--- src/rtl/ice_msg_pkg.sv ---
// ----------------------------------------------------------------------------
// ice_msg_pkg
// Shared definitions for the ICE ACK/NAK message path. The ACK/NAK generator
// and the receiver both use these values, so the frame format lives in this
// one place.
//   MSG_TYPE_ACK / MSG_TYPE_NAK : type byte values (first byte of a frame)
//   MSG_LEN_NONE                : the only legal length byte (no payload)
//   ACK_FRAME_LEN               : bytes in a well-formed ACK/NAK frame
//   ack_rx_state_e              : receiver frame-parser state encoding
// ----------------------------------------------------------------------------
package ice_msg_pkg;

  localparam logic [7:0] MSG_TYPE_ACK  = 8'h00;
  localparam logic [7:0] MSG_TYPE_NAK  = 8'h01;
  localparam logic [7:0] MSG_LEN_NONE  = 8'h00;
  localparam int         ACK_FRAME_LEN = 3;

  typedef enum logic [2:0] {
    ST_IDLE,   // between frames
    ST_TYPE,   // frame open, waiting for the type byte
    ST_EID,    // waiting for the event-ID byte
    ST_LEN,    // waiting for the length byte
    ST_END,    // complete frame seen, waiting for frame_valid to drop
    ST_DRAIN   // ignoring the rest of a frame until frame_valid drops
  } ack_rx_state_e;

endpackage

--- src/rtl/ack_timeout_timer.sv ---
// ----------------------------------------------------------------------------
// ack_timeout_timer
// Counts cycles while a request is outstanding and flags expiry.
//   clk, reset : clock, synchronous active-high reset
//   arm        : restart counting from zero
//   clear      : request finished (completed or timed out); counter to zero
//   run        : a request is outstanding; count while high
//   expire     : high while running with TIMEOUT_CYCLES cycles elapsed
// The counter saturates at its terminal value, so expire stays asserted
// until the owner acts on it with clear or arm. That lets the owner delay
// firing by a cycle without losing the expiry.
// ----------------------------------------------------------------------------
module ack_timeout_timer #(
  parameter int unsigned TIMEOUT_CYCLES = 1000000,
  parameter int unsigned CNT_W          = 20
) (
  input  logic clk,
  input  logic reset,
  input  logic arm,
  input  logic clear,
  input  logic run,
  output logic expire
);

  localparam logic [CNT_W-1:0] CNT_LAST = CNT_W'(TIMEOUT_CYCLES - 1);

  logic [CNT_W-1:0] cnt_q, cnt_d;

  // NOTE: give every combinational output a default value before any branch
  // so that no path leaves it unassigned, which would infer a latch.
  always_comb begin
    cnt_d = cnt_q;
    if (arm || clear) begin
      cnt_d = '0;
    end else if (run && (cnt_q != CNT_LAST)) begin
      cnt_d = cnt_q + CNT_W'(1);
    end
  end

  // NOTE: use non-blocking assignments in clocked blocks so that every flop
  // samples values from before the edge, whatever order the statements are in.
  always_ff @(posedge clk) begin
    if (reset) begin
      cnt_q <= '0;
    end else begin
      cnt_q <= cnt_d;
    end
  end

  assign expire = run && (cnt_q == CNT_LAST);

endmodule

--- src/rtl/ack_receiver.sv ---
// ----------------------------------------------------------------------------
// ack_receiver
// Decodes 3-byte ACK/NAK frames {type, event ID, length=0} from a framed byte
// stream and tracks one outstanding request by event ID, with a timeout.
//   clk, reset                 : clock, synchronous active-high reset
//   message_data[7:0]          : incoming frame byte
//   message_data_valid         : message_data holds a byte this cycle
//   message_frame_valid        : high for a whole frame, low between frames
//   arm, expect_eid[7:0]       : start waiting for a response to expect_eid
//   waiting                    : a request is outstanding
//   ack_received, nak_received : matching ACK / NAK completed the request
//   rx_eid[7:0]                : event ID of the last well-formed ACK/NAK
//   eid_mismatch               : well-formed frame did not match (or idle)
//   frame_error                : malformed ACK/NAK frame
//   timeout                    : request expired
// All event outputs are registered one-cycle pulses.
// ----------------------------------------------------------------------------
module ack_receiver
  import ice_msg_pkg::*;
#(
  parameter int unsigned TIMEOUT_CYCLES = 1000000,
  parameter int unsigned CNT_W          = 20
) (
  input  logic       clk,
  input  logic       reset,
  input  logic [7:0] message_data,
  input  logic       message_data_valid,
  input  logic       message_frame_valid,
  input  logic       arm,
  input  logic [7:0] expect_eid,
  output logic       waiting,
  output logic       ack_received,
  output logic       nak_received,
  output logic [7:0] rx_eid,
  output logic       eid_mismatch,
  output logic       frame_error,
  output logic       timeout
);

  ack_rx_state_e state_q, state_d;
  logic       is_nak_q, is_nak_d;
  logic [7:0] eid_r_q, eid_r_d;
  logic       err_flag_q, err_flag_d;
  logic [7:0] exp_eid_q, exp_eid_d;
  logic       waiting_q, waiting_d;
  logic [7:0] rx_eid_q, rx_eid_d;
  logic       ack_q, ack_d;
  logic       nak_q, nak_d;
  logic       mismatch_q, mismatch_d;
  logic       frame_err_q, frame_err_d;
  logic       timeout_q, timeout_d;
  logic       prev_fv_q;

  logic accept;
  logic report;
  logic match;
  logic expire;
  logic fire;

  assign accept = message_frame_valid && message_data_valid;

  // Frame parser.
  always_comb begin
    state_d     = state_q;
    is_nak_d    = is_nak_q;
    eid_r_d     = eid_r_q;
    err_flag_d  = err_flag_q;
    frame_err_d = 1'b0;
    report      = 1'b0;

    unique case (state_q)
      // IDLE and TYPE share the type-byte decode: a frame may deliver its
      // type byte in the very cycle frame_valid rises.
      ST_IDLE, ST_TYPE: begin
        if (!message_frame_valid) begin
          if (state_q == ST_TYPE) frame_err_d = 1'b1;
          state_d = ST_IDLE;
        end else if ((state_q == ST_IDLE) && prev_fv_q) begin
          // frame_valid already high when we came out of reset: this is the
          // tail of a frame cut by reset, so swallow it silently.
          state_d = ST_DRAIN;
        end else if (accept) begin
          if (message_data == MSG_TYPE_ACK) begin
            is_nak_d = 1'b0;
            state_d  = ST_EID;
          end else if (message_data == MSG_TYPE_NAK) begin
            is_nak_d = 1'b1;
            state_d  = ST_EID;
          end else begin
            state_d  = ST_DRAIN;   // some other message type: not ours
          end
        end else begin
          state_d = ST_TYPE;
        end
      end

      ST_EID: begin
        if (!message_frame_valid) begin
          frame_err_d = 1'b1;
          state_d     = ST_IDLE;
        end else if (accept) begin
          eid_r_d = message_data;
          state_d = ST_LEN;
        end
      end

      ST_LEN: begin
        if (!message_frame_valid) begin
          frame_err_d = 1'b1;
          state_d     = ST_IDLE;
        end else if (accept) begin
          if (message_data == MSG_LEN_NONE) begin
            state_d = ST_END;
          end else begin
            err_flag_d = 1'b1;
            state_d    = ST_DRAIN;
          end
        end
      end

      ST_END: begin
        if (!message_frame_valid) begin
          report  = 1'b1;
          state_d = ST_IDLE;
        end else if (accept) begin
          err_flag_d = 1'b1;
          state_d    = ST_DRAIN;
        end
      end

      ST_DRAIN: begin
        if (!message_frame_valid) begin
          frame_err_d = err_flag_q;
          err_flag_d  = 1'b0;
          state_d     = ST_IDLE;
        end
      end

      default: state_d = ST_IDLE;
    endcase
  end

  // Request tracking. A report is judged against the request as it stood
  // before this edge; an arm in the same cycle then installs the new request.
  // A mismatch report holds off a pending expiry by one cycle (the counter
  // saturates) so that no two event pulses share a cycle.
  assign match = report && waiting_q && (eid_r_q == exp_eid_q);
  assign fire  = expire && !report && !arm;

  always_comb begin
    ack_d      = match && !is_nak_q;
    nak_d      = match && is_nak_q;
    mismatch_d = report && !match;
    rx_eid_d   = report ? eid_r_q : rx_eid_q;
    timeout_d  = fire;
    waiting_d  = waiting_q;
    exp_eid_d  = exp_eid_q;
    if (match || fire) waiting_d = 1'b0;
    if (arm) begin
      waiting_d = 1'b1;
      exp_eid_d = expect_eid;
    end
  end

  ack_timeout_timer #(
    .TIMEOUT_CYCLES (TIMEOUT_CYCLES),
    .CNT_W          (CNT_W)
  ) u_timer (
    .clk    (clk),
    .reset  (reset),
    .arm    (arm),
    .clear  (match || fire),
    .run    (waiting_q),
    .expire (expire)
  );

  always_ff @(posedge clk) begin
    if (reset) begin
      state_q     <= ST_IDLE;
      is_nak_q    <= 1'b0;
      eid_r_q     <= 8'h00;
      err_flag_q  <= 1'b0;
      exp_eid_q   <= 8'h00;
      waiting_q   <= 1'b0;
      rx_eid_q    <= 8'h00;
      ack_q       <= 1'b0;
      nak_q       <= 1'b0;
      mismatch_q  <= 1'b0;
      frame_err_q <= 1'b0;
      timeout_q   <= 1'b0;
    end else begin
      state_q     <= state_d;
      is_nak_q    <= is_nak_d;
      eid_r_q     <= eid_r_d;
      err_flag_q  <= err_flag_d;
      exp_eid_q   <= exp_eid_d;
      waiting_q   <= waiting_d;
      rx_eid_q    <= rx_eid_d;
      ack_q       <= ack_d;
      nak_q       <= nak_d;
      mismatch_q  <= mismatch_d;
      frame_err_q <= frame_err_d;
      timeout_q   <= timeout_d;
    end
  end

  // NOTE: this flop is deliberately left out of reset. It must keep sampling
  // frame_valid while reset is held, so that the first cycle after reset knows
  // whether it landed in the middle of a frame.
  always_ff @(posedge clk) begin
    prev_fv_q <= message_frame_valid;
  end

  assign waiting      = waiting_q;
  assign ack_received = ack_q;
  assign nak_received = nak_q;
  assign rx_eid       = rx_eid_q;
  assign eid_mismatch = mismatch_q;
  assign frame_error  = frame_err_q;
  assign timeout      = timeout_q;

endmodule

--- config.mk ---
export PLATFORM = sky130hd
export DESIGN_NAME = ack_receiver
export DESIGN_NICKNAME = d
export VERILOG_FILES = /design/src/rtl/ice_msg_pkg.sv /design/src/rtl/ack_timeout_timer.sv /design/src/rtl/ack_receiver.sv
export SDC_FILE = /design/constraint.sdc
export NUM_CORES = 1
export LEC_CHECK = 0
export CAP_MARGIN = 10
export CELL_PAD_IN_SITES_DETAIL_PLACEMENT = 0
export CELL_PAD_IN_SITES_GLOBAL_PLACEMENT = 2
export CORE_ASPECT_RATIO = 0.8
export CORE_MARGIN = 2
export CORE_UTILIZATION = 33
export CTS_CLUSTER_SIZE = 20
export DETAILED_ROUTE_END_ITERATION = 10
export PLACE_DENSITY_LB_ADDON = 0.1
export SLEW_MARGIN = 30
export SYNTH_ARGS = -nofsm -noshare
export SYNTH_HDL_FRONTEND = slang
export SYNTH_HIERARCHICAL = 1
export SYNTH_SLANG_ARGS = --single-unit
--- constraint.sdc ---
create_clock -name clk -period 4.25 [get_ports clk]
set_clock_uncertainty 0.15 [all_clocks]
set_input_delay 1.275 -clock clk [delete_from_list [all_inputs] [get_ports clk]]
set_output_delay 1.275 -clock clk [all_outputs]
set_load 0.1 [all_outputs]
==> After elaboration in Yosys (flattened, before gate mapping) <==
Index checks and enable logic that the tools add are counted.
{ "classes": {"addsub": 1, "n_eq_ne": 18, "n_mux": 31, "bitwise_logic": 1, "n_reduce_logical": 29} }
{ "ops": {"columns": ["op", "n"], "rows": [
  ["2-to-1 mux 3 bit", 12],
  ["adder 20 x 1 -> 20 bit, second input constant", 1],
  ["equality test 20 bit, second input constant", 1],
  ["!= test 20 bit, second input constant", 1],
  ["2-to-1 mux 1 bit", 16],
  ["case mux 3 bit (5 select lines)", 1],
  ["!= test 2 bit, second input constant", 6],
  ["logical AND 1 bit", 11],
  ["!= test 3 bit, second input constant", 3],
  ["equality test 8 x 1 -> 1 bit, second input constant", 1],
  ["equality test 8 bit", 1],
  ["zero test 8 bit", 1],
  ["AND reduction 7 bit", 1],
  ["equality test 3 x 2 -> 1 bit, second input constant", 2],
  ["equality test 3 bit, second input constant", 2],
  ["case mux 1 bit (3 select lines)", 2],
  ["OR reduction 2 bit", 3],
  ["AND reduction 5 bit", 1],
  ["zero test 1 bit", 4],
  ["AND reduction 4 bit", 1],
  ["nonzero test 2 bit", 2],
  ["equality test 3 x 1 -> 1 bit, second input constant", 1],
  ["zero test 3 bit", 1],
  ["AND reduction 3 bit", 1],
  ["other kinds (3)", 4]
]} }
{ "totals": {"regBits": 56, "input_bits": 21, "output_inout_bits": 14, "word_cells": 94} }

==> Longest topological paths before layout <==
{ "depth": {"depth_word": 8, "ltp_mapped": 10, "mapped_depth_nobuf": 9} }

==> Hierarchy <==
The synthesis kept the hierarchy.
{ "modules_own_cells": {"columns": ["module", "instances", "cells_per_inst", "area_each_um2", "seq_area_each_um2"], "rows": [
  ["ack_receiver", 1, 182, 1586.5, 720.7],
  ["ack_timeout_timer", 1, 123, 1049.8, 400.4]
]} }

==> Least setup slack after synthesis <==
Ideal clock, no wire load.
{ "synth_path": {"path_type": "input to register", "startpoint": "input port message_frame_valid", "endpoint": "register u_timer.cnt_q[4]", "setup_time_ns": 0.072, "t_arrival_ns": 3.282, "t_required_ns": 4.028, "setup_slack_ns": 0.746, "stages": 9, "n_path_buf": 3, "path_cell_list": "buf_4 > or4b_2 > clkbuf_1 > nand3_1 > nand2_1 > nor3_1 > clkbuf_1 > nand2b_1 > mux2i_1"} }
{ "synth_between": {"elab_chain_cells": 8, "word_cells_on_any_way": 10, "classes_between": "mux (2); reduce/logical (8)"} }
{ "synth_lines": {"columns": ["item", "line_no", "source"], "rows": [
  ["start: declaration", "ack_receiver.sv:28", "input logic message_frame_valid,"],
  ["2-to-1 mux 1 bit *", "ack_receiver.sv:122", "if (!message_frame_valid) begin"],
  ["2-to-1 mux 1 bit *", "ack_receiver.sv:71", "unique case (state_q)"],
  ["zero test 1 bit", "ack_receiver.sv:148", "assign fire = expire && !report && !arm;"],
  ["logical AND 1 bit (2 in a row)", "ack_receiver.sv:148", null],
  ["logical OR 1 bit *", "ack_receiver.sv:172", ".clear (match || fire),"],
  ["logical OR 1 bit *", "ack_timeout_timer.sv:33", "if (arm || clear) begin"],
  ["OR reduction 2 bit (no line) *", null, null],
  ["end signal: assignment", "ack_timeout_timer.sv:46", "cnt_q <= cnt_d;"],
  ["end: declaration", "ack_timeout_timer.sv:27", "logic [CNT_W-1:0] cnt_q, cnt_d;"]
]} }
Mark *: on every way between the ends. The rest lies on a longest branch, timed or not.
A chain may end at the register's enable or synchronous reset.

==> Worst setup path in the final report <==
{ "layout_path": {"startpoint": "input port message_frame_valid", "endpoint": "register u_timer.cnt_q[12]"} }
The elaborated chain is that of the path after synthesis.

==> results.yml <==
worst_setup_path:
  worst_setup_path_endpoint: "u_timer/cnt_q[12]"
  r2r_end: "u_timer/cnt_q[8]"
  end_kind: "flip-flop"
  worst_r2r_path_depth: 7
  crit_path_max_fanout: 13
  regToRegSetupSlack_ns: 1.58
  critical_path_startpoint_category: "primary input"
  setup.worst_path.start: "message_frame_valid"
  regToRegStartpoint: "u_timer/cnt_q[7]"
  cp_data_arrival_time_ns: 3.44
  critPathRequiredTime_ns: 4.33
  path_class: "in -> reg"
sta:
  max_slew_margin: 0.350
  fin_crit_ns: 3.35
  finalCritPeriodShare: 0.788
  fmaxAchievable_ghz: 0.298
  setup_slack_ns: 0.899
  slew_violations: 0
  setup_violations: 0
  rsz_0062_raised_after_global_routing: "no"
  report.final.hold_viol_count: 0
  holdWs_ns: 0.302
  tightest_slew_ns: 0.973
  final.setup.tns_ns: 0
clocking:
  cts-buffers-inserted: 5
  post-cts-setup-buffers: 0
  clock_latency_on_the_worst_skew_pair_ns: 0.31
  cts_max_level: 2
  cts.root.buffer_cell: "sky130_fd_sc_hd__clkbuf_8"
  cts_resized: 0
  clkSlewWorstSetupHoldPaths_ns: 0.10
  cts_tree: "yes"
  holdBufCountCts: 0
  clock_sink_count: 56
  cts-root-to-sink-buffers: 2
place:
  dp.final_hpwl_um: 4470
  port_buffer_count: 34
  placed_area_um2: 3100
  post-place-ws_ns: 0.581
  globalplace.congestion: 0.726
final_layout:
  layout_common_cells: "56 x sky130_fd_sc_hd__dfxtp_1, 44 x sky130_fd_sc_hd__nand2_1, 33 x sky130_fd_sc_hd__clkdlybuf4s50_1, 31 x sky130_fd_sc_hd__a21oi_1, 18 x sky130_fd_sc_hd__nor2_1"
  number_of_diodes_added_for_antenna_fixing: 0
  proportion_of_layout_cells_with_a_drive_suffix_above_1: 0.0710
  nets: 360
  final_common_cell: "sky130_fd_sc_hd__dfxtp_1"
  finish.instance_area_um2: 3190
  fillCellCount: 830
  syn2layout_area_growth_pct: 21.1
floorplanning:
  height_of_the_die_um: 83.9
  die_x_um: 104
  area_enclosed_by_the_die_boundary_um2: 8720
  start_util: 0.336
  placement_rows: 29
  total_i_o_pin_count: 35
  design.core.area_um2: 7840
global_route:
  global_route_wire_length_before_repair_um: 10600
  grt_pass1_vias: 2107
  number_of_antenna_violations_at_the_first_check_in_global_routing: 0
  grt_use_total: 0.150
  grt_start_max_net_pins: 39
  global_route.overflow_total: 0
yosys:
  syn_area_per_cell_um2: 8.64
  ys_dominant_reg_cell: "sky130_fd_sc_hd__dfxtp_1"
  synth_area_um2: 2640
  synth.net_count: 327
  synth_cells: 305
  yosysWarnings: 6
  synth_seq_area_share: 0.425
  synth.lib_cells_used.distinct: 47
  flops_latches_synth: 56
  synth-async-reset-ratio: 0
  synth_enable_flop_cells: 0
detailed_routing:
  firstDrtPassIters: 4
  initialDrtViolationCount: 89
  routed-via-count: 2222
  drc: 0
  drt.antenna.violating_nets: 0
  route.detailed.vias_per_inst: 4.98
  post_drt_wl_per_cell_um: 14.1
  routed_wl_um: 6290
run:
  maxCapViolations: 0
power:
  power_density_nw_per_um2: 298
  total_leakage_power_nw: 1.02
  worst_case_vdd_ir_drop_uv: 139
  total_power_mw: 0.953
run_status:
  status: "finished, final reports clean"
worst_hold_path:
  whs_path_cells: 1
  holdCritPathClass: "reg -> reg"
through the flow:
stage | cells | util
after global routing | 446 | 0.407
final | 446 | 0.407
after CTS | 446 | 0.407
after global placement | 439 | 0.395
after detailed placement | 439 | 0.395
after floorplan | 305 | -
worst min-delay path by stage:
| stage | endpoint | start |
|---|---|---|
| 6_report | ack_received | is_nak_q |
| 5_1_grt | rx_eid[1] | rx_eid[1] |
| 4_1_cts | ack_received | is_nak_q |
| 3_5_place_dp | ack_received | is_nak_q |
| 3_3_place_gp | ack_received | is_nak_q |
| 2_1_floorplan | ack_received | is_nak_q |
cell usage after synthesis, types with 2 or more instances:
master,count,area [um^2]
sky130_fd_sc_hd__or4_1,4,30.0
sky130_fd_sc_hd__mux2i_1,15,150
sky130_fd_sc_hd__or4b_1,3,30.0
sky130_fd_sc_hd__and3_1,3,18.8
sky130_fd_sc_hd__nor2b_1,2,12.5
sky130_fd_sc_hd__a211oi_1,8,60.1
sky130_fd_sc_hd__nand3_1,9,45.0
sky130_fd_sc_hd__a21oi_1,31,155
sky130_fd_sc_hd__xnor2_1,9,78.8
sky130_fd_sc_hd__nand4b_1,2,17.5
sky130_fd_sc_hd__nor4_1,4,25.0
sky130_fd_sc_hd__xor2_1,4,35.0
sky130_fd_sc_hd__and4_1,3,26.3
sky130_fd_sc_hd__clkbuf_1,11,41.3
sky130_fd_sc_hd__dfxtp_1,56,1120
sky130_fd_sc_hd__inv_1,5,18.8
sky130_fd_sc_hd__nand2_1,44,165
sky130_fd_sc_hd__and2_1,2,12.5
sky130_fd_sc_hd__o21ai_0,16,80.1
sky130_fd_sc_hd__nor2_1,18,67.6
sky130_fd_sc_hd__nand4_1,5,31.3
sky130_fd_sc_hd__nand3b_1,2,15.0
sky130_fd_sc_hd__nor4_4,2,42.5
sky130_fd_sc_hd__or3_1,7,43.8
sky130_fd_sc_hd__nor3_1,5,25.0
sky130_fd_sc_hd__nand2b_1,9,56.3
sky130_fd_sc_hd__o31ai_1,6,45.0
power breakdown:
group | internal [mW] | leakage (nW) | switching, mW
sequential | 0.533 | 0.454 | 0.0117
clock | 0.146 | 0.0503 | 0.174
combinational | 0.0408 | 0.515 | 0.0484
total | 0.719 | 1.02 | 0.234
worst max-delay path, cell delays in order:
cell                              delay (ns)
sky130_fd_sc_hd__clkdlybuf4s50_1        0.49
sky130_fd_sc_hd__or4b_2                 0.66
sky130_fd_sc_hd__nand3_1                0.12
sky130_fd_sc_hd__nand2_1                0.07
sky130_fd_sc_hd__or3_1                  0.60
sky130_fd_sc_hd__a21oi_1                0.22
layout make-up:
cell class,count,area [um^2],share of cell area
well taps,108,135,0.0423
clock buffers,7,96.3,0.0302
repair buffers,40,383,0.120
flip-flops and latches,56,1120,0.351
multi-input cells,229,1440,0.449
inverters,6,22.5,0.00705
state kept, by name, indices dropped and copies added (netlist names):
| name | flops |
|---|---|
| u_timer/cnt_q | 20 |
| state_q | 3 |
| eid_r_q | 8 |
| frame_error | 1 |
| timeout | 1 |
| is_nak_q | 1 |
| nak_received | 1 |
| ack_received | 1 |
| exp_eid_q | 8 |
| prev_fv_q | 1 |
| waiting | 1 |
| rx_eid | 8 |
| err_flag_q | 1 |
| eid_mismatch | 1 |
cells by family after synthesis:
group	after synthesis	share of synthesized area
XOR/XNOR	13	0.0432
flip-flops	56	0.425
AO/OA/AOI/OAI	66	0.143
multiplexers	15	0.0570
buffers and inverters	20	0.0304
adder cells (fa/ha/maj)	1	0.00475
AND/OR/NAND/NOR	134	0.296
layer usage:
metal  GRT usage  share of wire  up-vias
met4      0.0369         0.0070        0
met2       0.214           0.40       36
met1       0.228           0.56     1022
li1            -              -     1159
met3      0.0289          0.032        5
met5           0              0        -
(Power assumes the default switching activity.)
